File: config.mk
export PLATFORM = sky130hd
export DESIGN_NAME = pkt_assembler_mc_flat
export DESIGN_NICKNAME = d
export VERILOG_FILES = /design/src/rtl/pkt_assembler_mc_if.sv /design/src/rtl/pkt_assembler_mc.sv /design/src/flat_wrapper.sv
export SDC_FILE = /design/constraint.sdc
export NUM_CORES = 2
export LEC_CHECK = 0
export BUFFER_PORTS_ARGS = -buffer_cell sky130_fd_sc_hd__buf_2
export CORE_AREA = 4 4 438 440
export CTS_BUF_LIST = sky130_fd_sc_hd__clkbuf_4
export CTS_CLUSTER_DIAMETER = 30
export CTS_CLUSTER_SIZE = 10
export DETAILED_ROUTE_END_ITERATION = 8
export DIE_AREA = 0 0 442 444
export GPL_TIMING_DRIVEN = 0
export REMOVE_ABC_BUFFERS = 1
export SYNTH_ARGS = -nofsm -noshare
export SYNTH_HDL_FRONTEND = slang
export SYNTH_SLANG_ARGS = --single-unit
File: constraint.sdc
create_clock -name clk -period 18.85 [get_ports clk]
set_input_delay 1.885 -clock clk [delete_from_list [all_inputs] [get_ports clk]]
set_output_delay 1.885 -clock clk [all_outputs]
set_load 0.1 [all_outputs]
File: src/rtl/pkt_assembler_mc_if.sv
// Event-channel and packet-link handshake bundle for pkt_assembler_mc.
// The assembler takes the slave side; the event sources / packet sink take the master side.
interface pkt_assembler_mc_if #(
    parameter int NUM_CH = 4
);
    logic [31:0]       evt_data_in [NUM_CH];
    logic [31:0]       evt_pld_in  [NUM_CH];
    logic [NUM_CH-1:0] evt_vld_in;
    logic [NUM_CH-1:0] evt_rdy_out;
    logic [71:0]       pkt_data_out;
    logic              pkt_vld_out;
    logic              pkt_rdy_in;

    modport slave (
        input  evt_data_in,
        input  evt_pld_in,
        input  evt_vld_in,
        output evt_rdy_out,
        output pkt_data_out,
        output pkt_vld_out,
        input  pkt_rdy_in
    );

    modport master (
        output evt_data_in,
        output evt_pld_in,
        output evt_vld_in,
        input  evt_rdy_out,
        input  pkt_data_out,
        input  pkt_vld_out,
        output pkt_rdy_in
    );
endinterface

File: src/rtl/pkt_assembler_mc.sv
// Multi-channel SpiNNaker multicast packet assembler: round-robin event arbitration,
// mask/shift key mapping with odd-parity header, and an output packet queue.
module pkt_assembler_mc #(
    parameter int NUM_CH     = 4,
    parameter int NUM_FIELDS = 4,
    parameter int FIFO_DEPTH = 4
) (
    input  logic                        clk,
    input  logic                        reset_n,
    input  logic [31:0]                 mp_key_in    [NUM_CH],
    input  logic [31:0]                 field_msk_in [NUM_CH][NUM_FIELDS],
    input  logic [5:0]                  field_sft_in [NUM_CH][NUM_FIELDS],
    input  logic [NUM_CH-1:0]           pld_en_in,
    pkt_assembler_mc_if.slave           bus,
    output logic [$clog2(FIFO_DEPTH):0] fifo_lvl_out,
    output logic [31:0]                 pkt_cnt_out
);
    localparam int CH_W = (NUM_CH > 1) ? $clog2(NUM_CH) : 1;
    localparam int AW   = $clog2(FIFO_DEPTH);
    localparam int LW   = AW + 1;
    localparam logic [LW-1:0] DEPTH_L = LW'(FIFO_DEPTH);

    logic [CH_W-1:0] rr_q, rr_d, gnt, cand;
    logic            gnt_vld, full, push, pop;
    logic [31:0]     key, field, pld;
    logic [4:0]      lsh;
    logic [7:0]      hdr;
    logic [71:0]     pkt;
    logic [71:0]     mem_q [FIFO_DEPTH];
    logic [AW-1:0]   wr_ptr_q, wr_ptr_d, rd_ptr_q, rd_ptr_d;
    logic [LW-1:0]   lvl_q, lvl_d;
    logic [31:0]     cnt_q, cnt_d;

    // First valid channel searching upward from the round-robin pointer.
    always_comb begin : arbiter
        gnt     = '0;
        gnt_vld = 1'b0;
        cand    = '0;
        for (int unsigned i = 0; i < NUM_CH; i++) begin
            cand = CH_W'((32'(rr_q) + i) % NUM_CH);
            if (!gnt_vld && bus.evt_vld_in[cand]) begin
                gnt     = cand;
                gnt_vld = 1'b1;
            end
        end
    end

    assign full = (lvl_q == DEPTH_L);
    assign push = gnt_vld && !full && reset_n;
    assign pop  = (lvl_q != '0) && bus.pkt_rdy_in;

    always_comb begin : ready_gen
        bus.evt_rdy_out = '0;
        if (push) begin
            bus.evt_rdy_out[gnt] = 1'b1;
        end
    end

    // Shift code bit 5 selects left shift by the two's complement of the low five bits.
    always_comb begin : mapper
        key   = mp_key_in[gnt];
        field = '0;
        lsh   = '0;
        for (int unsigned f = 0; f < NUM_FIELDS; f++) begin
            field = bus.evt_data_in[gnt] & field_msk_in[gnt][f];
            lsh   = ~field_sft_in[gnt][f][4:0] + 5'd1;
            if (field_sft_in[gnt][f][5]) begin
                key = key | (field << lsh);
            end else begin
                key = key | (field >> field_sft_in[gnt][f][4:0]);
            end
        end
        pld    = pld_en_in[gnt] ? bus.evt_pld_in[gnt] : '0;
        hdr    = {6'b0, pld_en_in[gnt], 1'b0};
        hdr[0] = ~^{pld, key, hdr[7:1]};
        pkt    = {pld, key, hdr};
    end

    always_comb begin : next_state
        rr_d     = rr_q;
        wr_ptr_d = wr_ptr_q;
        rd_ptr_d = rd_ptr_q;
        lvl_d    = lvl_q;
        cnt_d    = cnt_q;
        if (push) begin
            rr_d     = (gnt == CH_W'(NUM_CH - 1)) ? '0 : gnt + 1'b1;
            wr_ptr_d = wr_ptr_q + 1'b1;
        end
        if (pop) begin
            rd_ptr_d = rd_ptr_q + 1'b1;
            cnt_d    = cnt_q + 32'd1;
        end
        case ({push, pop})
            2'b10:   lvl_d = lvl_q + 1'b1;
            2'b01:   lvl_d = lvl_q - 1'b1;
            default: lvl_d = lvl_q;
        endcase
    end

    always_ff @(posedge clk or negedge reset_n) begin : state_regs
        if (!reset_n) begin
            rr_q     <= '0;
            wr_ptr_q <= '0;
            rd_ptr_q <= '0;
            lvl_q    <= '0;
            cnt_q    <= '0;
        end else begin
            rr_q     <= rr_d;
            wr_ptr_q <= wr_ptr_d;
            rd_ptr_q <= rd_ptr_d;
            lvl_q    <= lvl_d;
            cnt_q    <= cnt_d;
        end
    end

    // Queue storage needs no reset; occupancy alone qualifies the head.
    always_ff @(posedge clk) begin : queue_mem
        if (push) begin
            mem_q[wr_ptr_q] <= pkt;
        end
    end

    assign bus.pkt_data_out = mem_q[rd_ptr_q];
    assign bus.pkt_vld_out  = (lvl_q != '0);
    assign fifo_lvl_out     = lvl_q;
    assign pkt_cnt_out      = cnt_q;
endmodule

File: src/flat_wrapper.sv
// flat-port wrapper written by rule: the top's interface ports become plain ports
module pkt_assembler_mc_flat 
#(
    parameter int NUM_CH     = 4,
    parameter int NUM_FIELDS = 4,
    parameter int FIFO_DEPTH = 4
)
  (clk, reset_n, mp_key_in, field_msk_in, field_sft_in, pld_en_in, fifo_lvl_out, pkt_cnt_out, bus_evt_data_in, bus_evt_pld_in, bus_evt_vld_in, bus_evt_rdy_out, bus_pkt_data_out, bus_pkt_vld_out, bus_pkt_rdy_in);
  pkt_assembler_mc_if #(.NUM_CH(NUM_CH)) bus_i ();
  input  logic clk;
  input  logic reset_n;
  input  logic [31:0] mp_key_in[NUM_CH];
  input  logic [31:0] field_msk_in[NUM_CH][NUM_FIELDS];
  input  logic [5:0] field_sft_in[NUM_CH][NUM_FIELDS];
  input  logic [NUM_CH-1:0] pld_en_in;
  output logic [$clog2(FIFO_DEPTH):0] fifo_lvl_out;
  output logic [31:0] pkt_cnt_out;
  input wire logic [$bits(bus_i.evt_data_in)-1:0] bus_evt_data_in;
  input wire logic [$bits(bus_i.evt_pld_in)-1:0] bus_evt_pld_in;
  input wire logic [$bits(bus_i.evt_vld_in)-1:0] bus_evt_vld_in;
  output wire logic [$bits(bus_i.evt_rdy_out)-1:0] bus_evt_rdy_out;
  output wire logic [$bits(bus_i.pkt_data_out)-1:0] bus_pkt_data_out;
  output wire logic [$bits(bus_i.pkt_vld_out)-1:0] bus_pkt_vld_out;
  input wire logic [$bits(bus_i.pkt_rdy_in)-1:0] bus_pkt_rdy_in;
  assign bus_i.evt_data_in = {>>{bus_evt_data_in}};
  assign bus_i.evt_pld_in = {>>{bus_evt_pld_in}};
  assign bus_i.evt_vld_in = bus_evt_vld_in;
  assign bus_evt_rdy_out = bus_i.evt_rdy_out;
  assign bus_pkt_data_out = bus_i.pkt_data_out;
  assign bus_pkt_vld_out = bus_i.pkt_vld_out;
  assign bus_i.pkt_rdy_in = bus_pkt_rdy_in;
  pkt_assembler_mc #(.NUM_CH(NUM_CH), .NUM_FIELDS(NUM_FIELDS), .FIFO_DEPTH(FIFO_DEPTH)) u_core (.clk(clk), .reset_n(reset_n), .mp_key_in(mp_key_in), .field_msk_in(field_msk_in), .field_sft_in(field_sft_in), .pld_en_in(pld_en_in), .bus(bus_i), .fifo_lvl_out(fifo_lvl_out), .pkt_cnt_out(pkt_cnt_out));
endmodule
; ---- Yosys cells after proc, flatten, opt, wreduce, memory -nomap -nowiden
; Memories as Yosys holds them, arrays and structs flattened.
; Index checks and enable logic that the tools add are counted.
[totals]
in_bits = 1003
romBits = 0
latchBits = 0
out_inout_bits = 112
memories = 1
ramBits = 264
ff_bits = 41
[op_classes]
n_shift = 8
mux = 45
bitwise = 17
magnitude_cmp = 7
n_addsub = 13
reduce_logical = 14
div_mod_pow = 0
eq_ne = 4
multipliers = 0
[memory_table]
columns = name, depth, width, read_ports, rd_ports_with_merged_regs, write_ports, line
row1 = u_core.mem_q, 4, 66, 1, 0, 1, pkt_assembler_mc.sv:29  ; logic [71:0] mem_q [FIFO_DEPTH];
[ops]
columns = op, n
row1 = 2-to-1 mux 32 bit, 11
row2 = binary-select mux 128 bit (select 2 bit), 1
row3 = 2-to-1 mux 128 bit, 2
row4 = OR 32 bit, 8
row5 = binary-select mux 32 bit (select 2 bit), 3
row6 = AND 32 bit, 4
row7 = left shift 32 x 5 -> 32 bit, 4
row8 = >> shifter 32 x 5 -> 32 bit, 4
row9 = XNOR reduction 71 bit, 1
row10 = binary-select mux 24 bit (select 2 bit), 1
row11 = 2-to-1 mux 24 bit, 2
row12 = "adder 32 x 1 -> 32 bit, second input constant", 1
row13 = "adder 5 x 1 -> 5 bit, second input constant", 4
row14 = NOT 5 bit, 4
row15 = "less-than comparator 2 x 3 -> 1 bit, second input constant", 5
row16 = 2-to-1 mux 1 bit, 12
row17 = binary-select mux 1 bit (select 2 bit), 5
row18 = 2-to-1 mux 2 bit, 5
row19 = "adder 2 x 1 -> 2 bit, second input constant", 4
row20 = logical AND 1 bit, 7
row21 = one-hot mux 3 bit (2 select lines), 1
row22 = "adder 2 bit, second input constant", 2
row23 = "== test 2 bit, second input constant", 2
row24 = zero test 1 bit, 4
row25 = 11 further kinds, 11

; ---- Longest topological paths before layout
[depth]
ltp_word = 28
depth_mapped = 29
mapped_depth_nobuf = 20

; ---- Worst setup path before layout
; OpenSTA, ideal clock, no wires.
[synth_timing]
kind = in2reg
start = input port bus_evt_vld_in[3]
end = memory u_core.mem_q[0][0] in the netlist's numbering, data pin
t_required_ns = 18.572
path_stages = 26
arrival_ns = 8.104
slack_ns = 10.469
setup_time_ns = 0.278
path_cell_list = nor2b_1 > o21a_1 > nor3_4 > inv_2 > buf_2 > mux2i_1 > mux2i_1 > inv_2 > clkbuf_1 > buf_1 > clkbuf_1 > clkbuf_1 > ha_1 > xnor2_1 > buf_2 > buf_2 > buf_2 > mux4_2 > mux2i_1 > o221ai_1 > a2111oi_0 > o2111ai_1 > xor2_1 > xnor3_1 > xnor3_1 > xnor3_1
[synth_via]
elab_chain_cells = 28
word_cells_on_any_way = 73
classes_between = add/sub: 4 / shift: 8 / mux: 37 / bitwise: 17 / reduce/logical: 7
[synth_lines]
columns = item, line
row1 = "start, declared", flat_wrapper.sv:20  ; input wire logic [$bits(bus_i.evt_vld_in)-1:0] bus_evt_vld_in;
row2 = binary-select mux 1 bit (select 2 bit), pkt_assembler_mc.sv:41  ; if (!gnt_vld && bus.evt_vld_in[cand]) begin
row3 = 2-to-1 mux 1 bit (not written as such), pkt_assembler_mc.sv:41
row4 = 2-to-1 mux 1 bit, pkt_assembler_mc.sv:41
row5 = zero test 1 bit, pkt_assembler_mc.sv:41
row6 = logical AND 1 bit, pkt_assembler_mc.sv:41
row7 = 2-to-1 mux 1 bit, pkt_assembler_mc.sv:41
row8 = zero test 1 bit, pkt_assembler_mc.sv:41
row9 = logical AND 1 bit, pkt_assembler_mc.sv:41
row10 = (+14 left out), -
row11 = 2-to-1 mux 32 bit, pkt_assembler_mc.sv:67  ; if (field_sft_in[gnt][f][5]) begin
row12 = OR 32 bit (on tied branches), "pkt_assembler_mc.sv:70, pkt_assembler_mc.sv:68"
row13 = 2-to-1 mux 32 bit, pkt_assembler_mc.sv:67
row14 = OR 32 bit (on tied branches), "pkt_assembler_mc.sv:70, pkt_assembler_mc.sv:68"
row15 = 2-to-1 mux 32 bit (*), pkt_assembler_mc.sv:67
row16 = net u_core.key[25], pkt_assembler_mc.sv:25  ; logic [31:0] key, field, pld;
row17 = XNOR reduction 71 bit (*), pkt_assembler_mc.sv:75  ; hdr[0] = ~^{pld, key, hdr[7:1]};
row18 = net u_core.hdr[0], pkt_assembler_mc.sv:27  ; logic [7:0] hdr;
row19 = "end, declared", pkt_assembler_mc.sv:29
; Mark *: on every way through the listed nets, which the timed path passes. The rest lies on a longest branch. The select of a mux whose other input is x is not followed.

; ---- Worst setup path after layout
; Ends and elaborated chain as after synthesis.

==> reports/qor.yml <==
clock_network:
  cts-hold-fix-buffers: 0
  clock_path_buffers: 3
  tritoncts: "yes"
  cts_setup_buffers: 0
  cts_resized: 0
  h-tree-depth: 2
  cts_buffers: 46
  path_clk_slew_ps: 100
  clock_sinks: 305
  worstSkewPairLatency_ps: 730
  cts_root_buffer: "clkbuf_4"
hold_path:
  hold_depth: 1
  min_to: "u_core.pkt_cnt_out[31]"
  min_from: "u_core.pkt_cnt_out[31]"
  hold_path_class: "reg2reg"
worst_setup_path:
  endpoint_kind: "register"
  worstSetupStartpointType: "input port"
  r2r_slack_ps: 7250
  timing.rr.end: "u_core.mem_q[0][0]"
  worstPathMaxFanout: 137
  reg2reg_depth: 24
  reg2reg_from: "u_core.rr_q[1]"
  crit_type: "in2reg"
  required_ps: 19310
  startpoint: "bus_evt_vld_in[3]"
  cp_data_arrival_time_ps: 12910
floorplanning:
  start_util_pct: 18.50
  io_pins: 1115
  die-width_um: 442
  chipHeight_um: 444
  coreArea_um2: 187600
  rows: 159
  dieArea_um2: 196200
placed_design:
  numPlacedInstances: 7587
  gp_congestion: 1.067
  io_buffers: 1108
  dpl.hpwl_um: 198300
run_status:
  status: "finished with violations"
  failed_checks: "max-capacitance violations, max-slew violations"
layout:
  ff_latch_area_um2: 8961
  final_cell_mix: "buf_2 (1,109), nand2_1 (927), nor2_1 (271), edfxtp_1 (264), mux2i_1 (254)"
  drive_above_1_share_pct: 31.63
  fillers: 20750
  area_growth_pct: 27.27
  layout_commonest_cell: "buf_2"
  multiInputGateArea_um2: 24280
  final_util_pct: 23.55
  fin_cells: 7691
  fin_nets: 6159
synthesis:
  yosysUniqueCellTypes: 91
  synth_area_leaders: "edfxtp_1 (23%), nand2_1 (10%), mux4_2 (9.1%)"
  synth_seq_area_share_pct: 25.79
  synth_cells: 4307
  syn_area_um2: 34710
  syn_area_per_cell_um2: 8.060
  synth_area_leader_cell: "edfxtp_1"
  synth.top_cell.area_share_pct: 22.84
  ys_warn_count: 0
  synth_flop_cell: "edfxtp_1"
  synthArstFlopShare_pct: 13.44
  synth-edff-count: 264
  synth_seq_cells: 305
detailed_routing:
  routed_wl_um: 240000
  dr.pass1.iters: 9
  routedWlPerCell_um: 31.21
  viasPerCell: 5.347
  num_vias: 41120
  drt-initial-drc-count: 4610
  postRouteAntennaNets: 0
  route.detailed.drc: 0
sta:
  fin_skew_ps: 68.98
  rsz0062_at_grt: "false"
  fmaxAchievable_mhz: 80.29
  holdWs_ps: 486.1
  tightest_slew_ps: 1585
  setup_tns_ps: 0
  hold_viol: 0
  setup_viol: 0
  post-route-period-util_pct: 66.08
  slew_headroom_pct: -6.020
  slew_violations: 7
  fin_crit_ps: 12460
grt:
  grt_pass1_vias: 38700
  grt_pass1_wl_um: 318800
  overflow: 0
  antenna_found_initial: 52
  grt_usage_pct: 22.88
  grt_max_degree: 171
flow_run:
  max_cap_violations: 4
metal layers:
| metal | GRT usage (%) | share of wire, % | up-vias |
|---|---|---|---|
| met1 | 27.49 | 38 | 20220 |
| li1 | - | - | 18110 |
| met4 | 11.94 | 6.2 | 14 |
| met2 | 39.38 | 48 | 2347 |
| met3 | 3.554 | 6.9 | 436 |
| met5 | 0 | 0.040 | - |
worst max-delay path, cell delays in order:
cell and delay [ps]:
buf_2 150, and3b_1 220, o21ai_4 600, buf_12 260
and2_4 500, buf_16 280, buf_16 290, inv_8 220
buf_16 270, mux2i_4 930, buf_16 250, clkinv_2 440
buf_12 380, ha_1 920, inv_1 710, nand2_1 290
nor2_1 200, a22oi_1 530, nand3_1 360, a211o_1 440
or4b_1 770, xor2_1 250, xnor3_1 410, xnor3_1 410
xnor3_1 460
synth_stat cells, drive strengths merged, types with 28 or more instances:
library cell and count:
o21ai 66, mux2i 264, o211ai 39, edfxtp 264, a211oi 216, dfrtp 41, nor3 248, nor2 273
a311oi 32, buf 229, nand3 197, nand2 928, mux4 140, a31oi 59, clkbuf 164, xnor2 79
o22ai 39, nor4 35, a2111oi 28, mux2 43, a31o 132, inv 31, and3 191, a21oi 192
area by class of cell:
cell class                 instances  area share (%)
multi-input combinational       3583           54.95
sequential                       305           20.28
timing repair buffer            1174           15.72
inverter                          31          0.3002
clock buffer                      57          0.9686
antenna                           23          0.1303
clock inverter                    23          0.5749
tap                             2495           7.066
kinds of logic (layout without fill, tap and decap cells):
kind of cell,after synthesis,in the layout,synth area share [%]
AO/OA/AOI/OAI,1015,1015,21.18
XOR/XNOR,109,109,3.193
adder cells (fa/ha/maj),15,15,0.5623
buffers and inverters,424,1285,5.302
flip-flops,305,305,25.79
multiplexers,447,447,18.14
other,1,29,0.01080
AND/OR/NAND/NOR,1991,1991,25.82
registers in the layout (all words and copies together) (netlist names):
signal	cells
u_core.mem_q	264
u_core.pkt_cnt_out	32
u_core.fifo_lvl_out	3
u_core.rd_ptr_q	2
u_core.rr_q	2
u_core.wr_ptr_q	2
worst max path at each step:
stage / to / slack, ps
floorplan: u_core.mem_q[0][0] / -7900
global placement: u_core.mem_q[0][0] / -28510
detailed placement: u_core.mem_q[0][0] / 6070
CTS: u_core.mem_q[0][0] / 6960
global route: u_core.mem_q[0][0] / 6230
finish: u_core.mem_q[0][0] / 6390
through the flow:
stage,cell area (um2),setup WS (ps)
6_report,44180,6395
3_3_place_gp,41680,-28510
5_1_grt,44140,6234
2_1_floorplan,33010,-7897
3_5_place_dp,43400,6069
4_1_cts,44080,6965
Power is left out: the tool's default activity adds up to more than one toggle a clock period on the data nets, which glitch-free logic cannot reach.
